**config.mk**
```make
export PLATFORM = sky130hd
export DESIGN_NAME = vga_timing_gen_flat
export DESIGN_NICKNAME = d
export VERILOG_FILES = /design/src/rtl/vga_timing_gen_if.sv /design/src/rtl/vga_timing_gen.sv /design/src/flat_wrapper.sv
export SDC_FILE = /design/constraint.sdc
export NUM_CORES = 1
export LEC_CHECK = 0
export ABC_AREA = 1
export CELL_PAD_IN_SITES_DETAIL_PLACEMENT = 0
export CELL_PAD_IN_SITES_GLOBAL_PLACEMENT = 2
export CORE_UTILIZATION = 26
export DETAILED_ROUTE_END_ITERATION = 12
export GPL_ROUTABILITY_DRIVEN = 0
export PLACE_DENSITY = 0.76
export SYNTH_ARGS = -nofsm -noshare
export SYNTH_HDL_FRONTEND = slang
export SYNTH_SLANG_ARGS = --single-unit
```
**constraint.sdc**
```tcl
create_clock -name clk -period 2.2 [get_ports clk]
set_clock_uncertainty 0.05 [all_clocks]
set_input_delay 0.44 -clock clk [delete_from_list [all_inputs] [get_ports clk]]
set_output_delay 0.44 -clock clk [all_outputs]
set_load 0.02 [all_outputs]
```
**src/rtl/vga_timing_gen_if.sv**
```systemverilog
// vga_if: pixel-stream bundle passed between the timing generator and the
// draw_* overlay stages.
//   hcount[10:0] / vcount[10:0] : pixel position of the current beat
//   hsync / vsync               : sync pulses, active-high on this bundle
//   hblnk / vblnk               : blanking flags for the current beat
//   rgb[11:0]                   : 4:4:4 colour of the current beat
// Modports:
//   vga_out : driven side (source of the stream)
//   vga_in  : consuming side (next draw stage)
interface vga_if;
    logic [10:0] hcount;
    logic [10:0] vcount;
    logic        hsync;
    logic        vsync;
    logic        hblnk;
    logic        vblnk;
    logic [11:0] rgb;

    modport vga_out (
        output hcount, vcount, hsync, vsync, hblnk, vblnk, rgb
    );

    modport vga_in (
        input  hcount, vcount, hsync, vsync, hblnk, vblnk, rgb
    );
endinterface

```
**src/rtl/vga_timing_gen.sv**
```systemverilog
// vga_timing_gen: head of the draw pipeline. Produces the 1024x768@60 raster
// (65 MHz pixel clock) as a vga_if stream plus a per-frame pulse and a
// free-running frame counter for game logic / animation.
//
// Ports:
//   clk         : pixel clock
//   rst         : synchronous reset, active-high
//   vga_out     : vga_if.vga_out stream (hcount, vcount, hsync, vsync,
//                 hblnk, vblnk, rgb), every signal registered
//   frame_start : one-beat pulse on the (0,0) beat that follows a vertical
//                 wrap (not on the (0,0) beat presented by reset)
//   frame_cnt   : completed frames, modulo 2^16
//
// Optional build macro: VGA_TIMING_TEST_PATTERN_EN
//   defined   -> rgb shows 8 vertical colour bars across the active area
//   undefined -> rgb is constant 12'h000; timing outputs are identical
module vga_timing_gen #(
    parameter int HACTIVE     = 1024,
    parameter int HSYNC_START = 1048,
    parameter int HSYNC_W     = 136,
    parameter int HTOTAL      = 1344,
    parameter int VACTIVE     = 768,
    parameter int VSYNC_START = 771,
    parameter int VSYNC_W     = 6,
    parameter int VTOTAL      = 806
) (
    input  logic          clk,
    input  logic          rst,
    vga_if.vga_out        vga_out,
    output logic          frame_start,
    output logic [15:0]   frame_cnt
);

    // The counters are 11 bits wide, so the raster must fit in 2048x2048.
    generate
        if ((HTOTAL > 2048) || (VTOTAL > 2048) || (HACTIVE < 8)) begin : g_bad_params
            $error("vga_timing_gen: HTOTAL/VTOTAL must be <= 2048 and HACTIVE >= 8");
        end
    endgenerate

    // Decode thresholds are kept 12 bits wide so that an end-of-sync bound of
    // exactly 2048 still compares correctly against an 11-bit counter.
    localparam logic [10:0] H_LAST      = 11'(HTOTAL - 1);
    localparam logic [10:0] V_LAST      = 11'(VTOTAL - 1);
    localparam logic [11:0] H_ACT       = 12'(HACTIVE);
    localparam logic [11:0] H_SYNC_BEG  = 12'(HSYNC_START);
    localparam logic [11:0] H_SYNC_END  = 12'(HSYNC_START + HSYNC_W);
    localparam logic [11:0] V_ACT       = 12'(VACTIVE);
    localparam logic [11:0] V_SYNC_BEG  = 12'(VSYNC_START);
    localparam logic [11:0] V_SYNC_END  = 12'(VSYNC_START + VSYNC_W);

    logic [10:0] hcount_r;
    logic [10:0] vcount_r;
    logic        hsync_r;
    logic        vsync_r;
    logic        hblnk_r;
    logic        vblnk_r;
    logic [11:0] rgb_r;

    logic [10:0] hcount_nxt_s;
    logic [10:0] vcount_nxt_s;
    logic        frame_wrap_s;
    logic [11:0] h_ext_s;
    logic [11:0] v_ext_s;
    logic        hsync_nxt_s;
    logic        vsync_nxt_s;
    logic        hblnk_nxt_s;
    logic        vblnk_nxt_s;
    logic [11:0] rgb_nxt_s;

    // Next raster position: advance one pixel, wrap line, wrap frame.
    always_comb begin
        hcount_nxt_s = hcount_r + 11'd1;
        vcount_nxt_s = vcount_r;
        frame_wrap_s = 1'b0;
        if (hcount_r == H_LAST) begin
            hcount_nxt_s = 11'd0;
            if (vcount_r == V_LAST) begin
                vcount_nxt_s = 11'd0;
                frame_wrap_s = 1'b1;
            end else begin
                vcount_nxt_s = vcount_r + 11'd1;
            end
        end else begin
            hcount_nxt_s = hcount_r + 11'd1;
        end
    end

    // Flags are decoded from the next position so they land in the same
    // register stage as the counters they describe (zero skew).
    always_comb begin
        h_ext_s     = {1'b0, hcount_nxt_s};
        v_ext_s     = {1'b0, vcount_nxt_s};
        hblnk_nxt_s = (h_ext_s >= H_ACT);
        vblnk_nxt_s = (v_ext_s >= V_ACT);
        hsync_nxt_s = (h_ext_s >= H_SYNC_BEG) && (h_ext_s < H_SYNC_END);
        vsync_nxt_s = (v_ext_s >= V_SYNC_BEG) && (v_ext_s < V_SYNC_END);
    end

`ifdef VGA_TIMING_TEST_PATTERN_EN
    localparam int BAR_W = HACTIVE / 8;

    logic [2:0] bar_idx_s;

    // Colour bars: eight equal-width bars across the active area, black in blanking.
    always_comb begin
        bar_idx_s = 3'(hcount_nxt_s / 11'(BAR_W));
        rgb_nxt_s = 12'h000;
        if (hblnk_nxt_s || vblnk_nxt_s) begin
            rgb_nxt_s = 12'h000;
        end else begin
            case (bar_idx_s)
                3'd0:    rgb_nxt_s = 12'hFFF;
                3'd1:    rgb_nxt_s = 12'hFF0;
                3'd2:    rgb_nxt_s = 12'h0FF;
                3'd3:    rgb_nxt_s = 12'h0F0;
                3'd4:    rgb_nxt_s = 12'hF0F;
                3'd5:    rgb_nxt_s = 12'hF00;
                3'd6:    rgb_nxt_s = 12'h00F;
                3'd7:    rgb_nxt_s = 12'h000;
                default: rgb_nxt_s = 12'h000;
            endcase
        end
    end
`else
    // Background is left to the downstream draw stages.
    assign rgb_nxt_s = 12'h000;
`endif

    // Stream register: counters, decoded flags, colour and frame bookkeeping.
    always_ff @(posedge clk) begin
        if (rst) begin
            hcount_r    <= 11'd0;
            vcount_r    <= 11'd0;
            hsync_r     <= 1'b0;
            vsync_r     <= 1'b0;
            hblnk_r     <= 1'b0;
            vblnk_r     <= 1'b0;
            rgb_r       <= 12'h000;
            frame_start <= 1'b0;
            frame_cnt   <= 16'd0;
        end else begin
            hcount_r    <= hcount_nxt_s;
            vcount_r    <= vcount_nxt_s;
            hsync_r     <= hsync_nxt_s;
            vsync_r     <= vsync_nxt_s;
            hblnk_r     <= hblnk_nxt_s;
            vblnk_r     <= vblnk_nxt_s;
            rgb_r       <= rgb_nxt_s;
            // Only a genuine vertical wrap marks a frame; the reset (0,0) beat does not.
            frame_start <= frame_wrap_s;
            if (frame_wrap_s) begin
                frame_cnt <= frame_cnt + 16'd1;
            end else begin
                frame_cnt <= frame_cnt;
            end
        end
    end

    assign vga_out.hcount = hcount_r;
    assign vga_out.vcount = vcount_r;
    assign vga_out.hsync  = hsync_r;
    assign vga_out.vsync  = vsync_r;
    assign vga_out.hblnk  = hblnk_r;
    assign vga_out.vblnk  = vblnk_r;
    assign vga_out.rgb    = rgb_r;

endmodule

```
**src/flat_wrapper.sv**
```systemverilog
// flat-port wrapper written by rule: the top's interface ports become plain ports
module vga_timing_gen_flat 
#(
    parameter int HACTIVE     = 1024,
    parameter int HSYNC_START = 1048,
    parameter int HSYNC_W     = 136,
    parameter int HTOTAL      = 1344,
    parameter int VACTIVE     = 768,
    parameter int VSYNC_START = 771,
    parameter int VSYNC_W     = 6,
    parameter int VTOTAL      = 806
)
  (clk, rst, frame_start, frame_cnt, vga_out_hcount, vga_out_vcount, vga_out_hsync, vga_out_vsync, vga_out_hblnk, vga_out_vblnk, vga_out_rgb);
  vga_if vga_out_i ();
  input  logic clk;
  input  logic rst;
  output logic frame_start;
  output logic [15:0] frame_cnt;
  output wire logic [$bits(vga_out_i.hcount)-1:0] vga_out_hcount;
  output wire logic [$bits(vga_out_i.vcount)-1:0] vga_out_vcount;
  output wire logic [$bits(vga_out_i.hsync)-1:0] vga_out_hsync;
  output wire logic [$bits(vga_out_i.vsync)-1:0] vga_out_vsync;
  output wire logic [$bits(vga_out_i.hblnk)-1:0] vga_out_hblnk;
  output wire logic [$bits(vga_out_i.vblnk)-1:0] vga_out_vblnk;
  output wire logic [$bits(vga_out_i.rgb)-1:0] vga_out_rgb;
  assign vga_out_hcount = vga_out_i.hcount;
  assign vga_out_vcount = vga_out_i.vcount;
  assign vga_out_hsync = vga_out_i.hsync;
  assign vga_out_vsync = vga_out_i.vsync;
  assign vga_out_hblnk = vga_out_i.hblnk;
  assign vga_out_vblnk = vga_out_i.vblnk;
  assign vga_out_rgb = vga_out_i.rgb;
  vga_timing_gen #(.HACTIVE(HACTIVE), .HSYNC_START(HSYNC_START), .HSYNC_W(HSYNC_W), .HTOTAL(HTOTAL), .VACTIVE(VACTIVE), .VSYNC_START(VSYNC_START), .VSYNC_W(VSYNC_W), .VTOTAL(VTOTAL)) u_core (.clk(clk), .rst(rst), .vga_out(vga_out_i), .frame_start(frame_start), .frame_cnt(frame_cnt));
endmodule
```
==> results.txt, run 1 <==
The largest fanout of any net on the critical path is 9. The flow ran to the end, and the final reports show no timing, DRC or antenna violations. Fill cells in the final layout number 976.

After synthesis, the largest family of logic cells by area is simple AND/OR/NAND/NOR gates. The number of remaining DRC errors came out at 0. In this run the core area contains 34 standard-cell rows. The clock group share of total power is 0.426.

The via count of the first global-routing pass came out at 2235. The number of max-cap violations is 0. The initial antenna violation count is 0.

Hold repair after CTS inserted 0 buffers. The critical path is of the reg -> reg type. The number of max-slew violations in the final report came out at 0. The clock net in this run drives a total of 42 sinks.

The number of non-filler instances in the completed layout came out at 529. The die is 98.45 um wide. The largest net degree at the start of global routing is 18. The mapped cell area came out at 2419 um^2.

TritonCTS built the clock tree. STA classifies the critical path endpoint as a flip-flop. The sequential share of the synthesized area is 0.3476. The largest individual stage delay along the critical path comes from the cell sky130_fd_sc_hd__dfxtp_1. The area fraction in compound gates after synthesis came out at 0.08329. In this run the number of H-tree levels came out at 2.

The count of nets left with antenna violations once routing finished came out at 0. The layout cell share with drive strength beyond 1 came out at 0.09026. The total vias in the final route came out at 2352. Counting every instance in the synthesized netlist gives 365. For the finished layout, the period the worst path requires is 1.961 ns. The height of the die is 98.45 um. The clock network latency to the later pin of the worst-skew pair came out at 0.29 ns. The first routing iteration left 103 violations. The count of placed standard cells including taps came out at 518. The core region is 8848 um^2. CTS placed an instance of sky130_fd_sc_hd__clkbuf_8 at the clock tree root. Wires add up to 6.473 mm. The design internal power is 1117 uW. The count of buffers inserted at the top-level ports is 44. The clock transition time at the flip-flop clock pins of the worst setup and hold paths came out at 0.09 ns.

For this run, the leading register cell type out of synthesis is sky130_fd_sc_hd__dfxtp_1. Of the total power, registers draw 0.529. The critical path goes through ha_1 > nand3_2 > nor2_4 > nand2_4 > nor2_8 > nand3_1 > inv_1 > nand2_1 > o21ai_0 > a21oi_1. The global-route wire length before repair came out at 10.85 mm. Setup repair after global routing left no endpoint under its margin. The tightest min-delay check is of the reg -> reg type. The average via count per standard cell is 4.446. The repair_antennas step left the layout with diodes totalling 0.

The Yosys step of the flow raised 0 warnings. The arrival time at the worst endpoint came out at 2.10 ns. The area share of and/or/nand/nor cells after synthesis came out at 0.3895. The post-route clock period utilization is 0.8914. The net switching component of the power came out at 335.5 uW. Global routing finished with a remaining overflow of 0.

The number of different library cells used by synthesis comes to 35. Dividing total power by cell area gives a power density of 467.8 nW/um^2. The length of the first detailed-routing pass in iterations is 6.

The gate family responsible for the most delay along the worst path is simple AND/OR/NAND/NOR gates. The maximum single-stage delay on the critical path is 0.38 ns. The hold violation count in the final report came to 0. The maximum VDD drop is 0.0001901 V. Of the total power, the share spent switching nets is 0.2310. The share of the synthesized netlist area taken by xor and xnor gates came out at 0.03621. The number of buffers and inverters on the critical path is 1. Across every metal layer, demand over resource in global routing totals 0.1408. The peak clock frequency supported by timing came out at 509.9 MHz. The starting density of the core came out at 0.2733. The clock tree buffer depth came out at 2. The area enclosed by the die boundary is 9691 um^2. The critical path launch point type is a flip-flop. The number of ports placed on the die boundary came out at 57. The part of the power in combinational logic came out at 0.045.

The portion of netlist area occupied by mux cells is 0. The CTS buffer count came out at 5. The final-stage net count came out at 426. The number of enable-type register cells in the synthesized netlist is 0. The leakage power summed over all cells came out at 0.001321 uW.

The fraction of registers with async set or reset after synthesis came out at 0. The adder-cell area share of the yosys netlist came out at 0.02069. In the final timing run, aggregate negative setup slack is 0 ns.

The count of state elements after synthesis came out at 42. A synthesized cell averages 6.626 um^2. Setup violations remaining at the end of the flow were counted as 0.

The signed area change from the synthesized netlist to the final layout is 28.35%. Data on the critical path is required at its endpoint by 2.34 ns. The HPWL after detailed placement is 4.994 mm.

The wire length per cell is 12.24 um.
sequential cells by signal, indices dropped and copies added, names as in the netlist:
name / flops
u_core.vga_out.hcount: 10
u_core.vga_out.vcount: 11
u_core.vga_out.vblnk: 1
u_core.vga_out.hsync: 1
u_core.frame_cnt: 16
u_core.vga_out.vsync: 1
u_core.vga_out.hblnk: 1
u_core.frame_start: 1
layout make-up:
type                            instances  area [um^2]  share of cell area
Timing Repair Buffer                   53        508.0              0.1636
Multi-Input combinational cell        270         1326              0.4272
Clock buffer                            5        68.82             0.02217
Sequential cell                        42        842.1              0.2713
Clock inverter                          3        40.04             0.01290
Tap cell                              108        135.1             0.04353
Inverter                               48        183.9             0.05925
logic make-up after synthesis:
kind of cell,count (synthesis)
AND/OR/NAND/NOR,209
buffers and inverters,64
flip-flops,42
AO/OA/AOI/OAI,35
XOR/XNOR,10
adder cells (fa/ha/maj),4
other,1
per-stage QoR:
stage | total power [uW] | hold slack [ns] | utilization | worst slack [ns] | area, um^2
2_1_floorplan | 844.9 | 0.4684 | - | 0.3047 | 2460
3_3_place_gp | 852.1 | 0.3948 | 0.3358 | 0.1699 | 2972
3_5_place_dp | 852.1 | 0.4089 | 0.3358 | 0.1514 | 2972
4_1_cts | 1481 | 0.4310 | 0.3481 | 0.1279 | 3080
5_1_grt | 1529 | 0.4559 | 0.3508 | 0.01708 | 3104
6_report | 1452 | 0.4253 | 0.3508 | 0.2389 | 3104
placed cells by master, fill, tap and decap left out, types with 4 or more instances in the layout:
cell | synthesis | layout
sky130_fd_sc_hd__nor3_1 | 9 | 9
sky130_fd_sc_hd__xor2_1 | 7 | 7
sky130_fd_sc_hd__clkdlybuf4s50_1 | 0 | 44
sky130_fd_sc_hd__ha_1 | 4 | 4
sky130_fd_sc_hd__dfxtp_1 | 42 | 41
sky130_fd_sc_hd__nor2_2 | 4 | 4
sky130_fd_sc_hd__conb_1 | 1 | 12
sky130_fd_sc_hd__nand3_1 | 33 | 33
sky130_fd_sc_hd__nand2_1 | 94 | 94
sky130_fd_sc_hd__clkbuf_8 | 0 | 5
sky130_fd_sc_hd__buf_4 | 13 | 9
sky130_fd_sc_hd__a21oi_1 | 15 | 15
sky130_fd_sc_hd__nor2_1 | 53 | 53
sky130_fd_sc_hd__inv_1 | 43 | 43
sky130_fd_sc_hd__o21ai_0 | 10 | 10
per-layer routing:
metal | vias up | track usage | wire length, um
li1 | 1240 | - | -
met1 | 1065 | 0.1904 | 3218
met2 | 43 | 0.2319 | 3038
met3 | 4 | 0.02624 | 174
met4 | 0 | 0.03444 | 41
met5 | - | 0 | 0
Yosys cell counts, types with 2 or more instances:
cell type	instances	area, um^2
sky130_fd_sc_hd__a21oi_1	15	75.07
sky130_fd_sc_hd__a21oi_2	2	17.52
sky130_fd_sc_hd__inv_1	43	161.4
sky130_fd_sc_hd__nand4_1	3	18.77
sky130_fd_sc_hd__xor2_1	7	61.31
sky130_fd_sc_hd__ha_1	4	50.05
sky130_fd_sc_hd__o21ai_0	10	50.05
sky130_fd_sc_hd__dfxtp_1	42	840.8
sky130_fd_sc_hd__nand3b_1	2	15.01
sky130_fd_sc_hd__nand3_2	3	30.03
sky130_fd_sc_hd__buf_4	13	97.59
sky130_fd_sc_hd__clkbuf_1	3	11.26
sky130_fd_sc_hd__nor2_2	4	25.02
sky130_fd_sc_hd__nand3_1	33	165.2
sky130_fd_sc_hd__a21o_1	2	15.01
sky130_fd_sc_hd__xnor2_1	3	26.28
sky130_fd_sc_hd__nor2_4	3	33.78
sky130_fd_sc_hd__o21a_1	2	15.01
sky130_fd_sc_hd__nand2_1	94	352.8
sky130_fd_sc_hd__nor3_1	9	45.04
sky130_fd_sc_hd__inv_2	2	7.510
sky130_fd_sc_hd__nor2_1	53	198.9
what timing repair did:
action	4_1_cts	5_1_grt
endpoints found under the hold margin	0	0
setup buffers	0	3
endpoints found under the setup margin	0	2
gates resized for setup	0	1
power by group through the flow:
stage / logic [uW] / registers [uW] / clock network, uW
3_5_place_dp: 65.7 / 786 / 0
6_report: 65.2 / 768 / 619
3_3_place_gp: 66.1 / 786 / 0
5_1_grt: 70.3 / 770 / 688
2_1_floorplan: 53.4 / 791 / 0
4_1_cts: 65.9 / 768 / 646
path summary, 6_finish.rpt:
check | from | end | slack (ns) | cells after the start
worst max-delay path | u_core.vga_out.hcount[0]$_SDFF_PP0_ | u_core.frame_cnt[10]$_SDFFE_PP0P_ | 0.24 | 10
worst min-delay path | u_core.vga_out.hcount[0]$_SDFF_PP0_ | u_core.vga_out.hcount[0]$_SDFF_PP0_ | 0.43 | 1
worst max register to register | u_core.vga_out.hcount[0]$_SDFF_PP0_ | u_core.frame_cnt[10]$_SDFFE_PP0P_ | 0.24 | 10
worst min register to register | u_core.vga_out.hcount[0]$_SDFF_PP0_ | u_core.vga_out.hcount[0]$_SDFF_PP0_ | 0.43 | 1
Power figures use the tool's default switching activity.
==> run 2, diff against run 1 <==
--- a/constraint.sdc
+++ b/constraint.sdc
@@ -3,3 +3,3 @@
 set_input_delay 0.44 -clock clk [delete_from_list [all_inputs] [get_ports clk]]
 set_output_delay 0.44 -clock clk [all_outputs]
-set_load 0.02 [all_outputs]
+set_load 0.01 [all_outputs]
==> results of run 2 <==
The final DEF is identical to that of run 1. Status: completed.
Among the figures that moved: total power 1452 uW -> 1440 uW
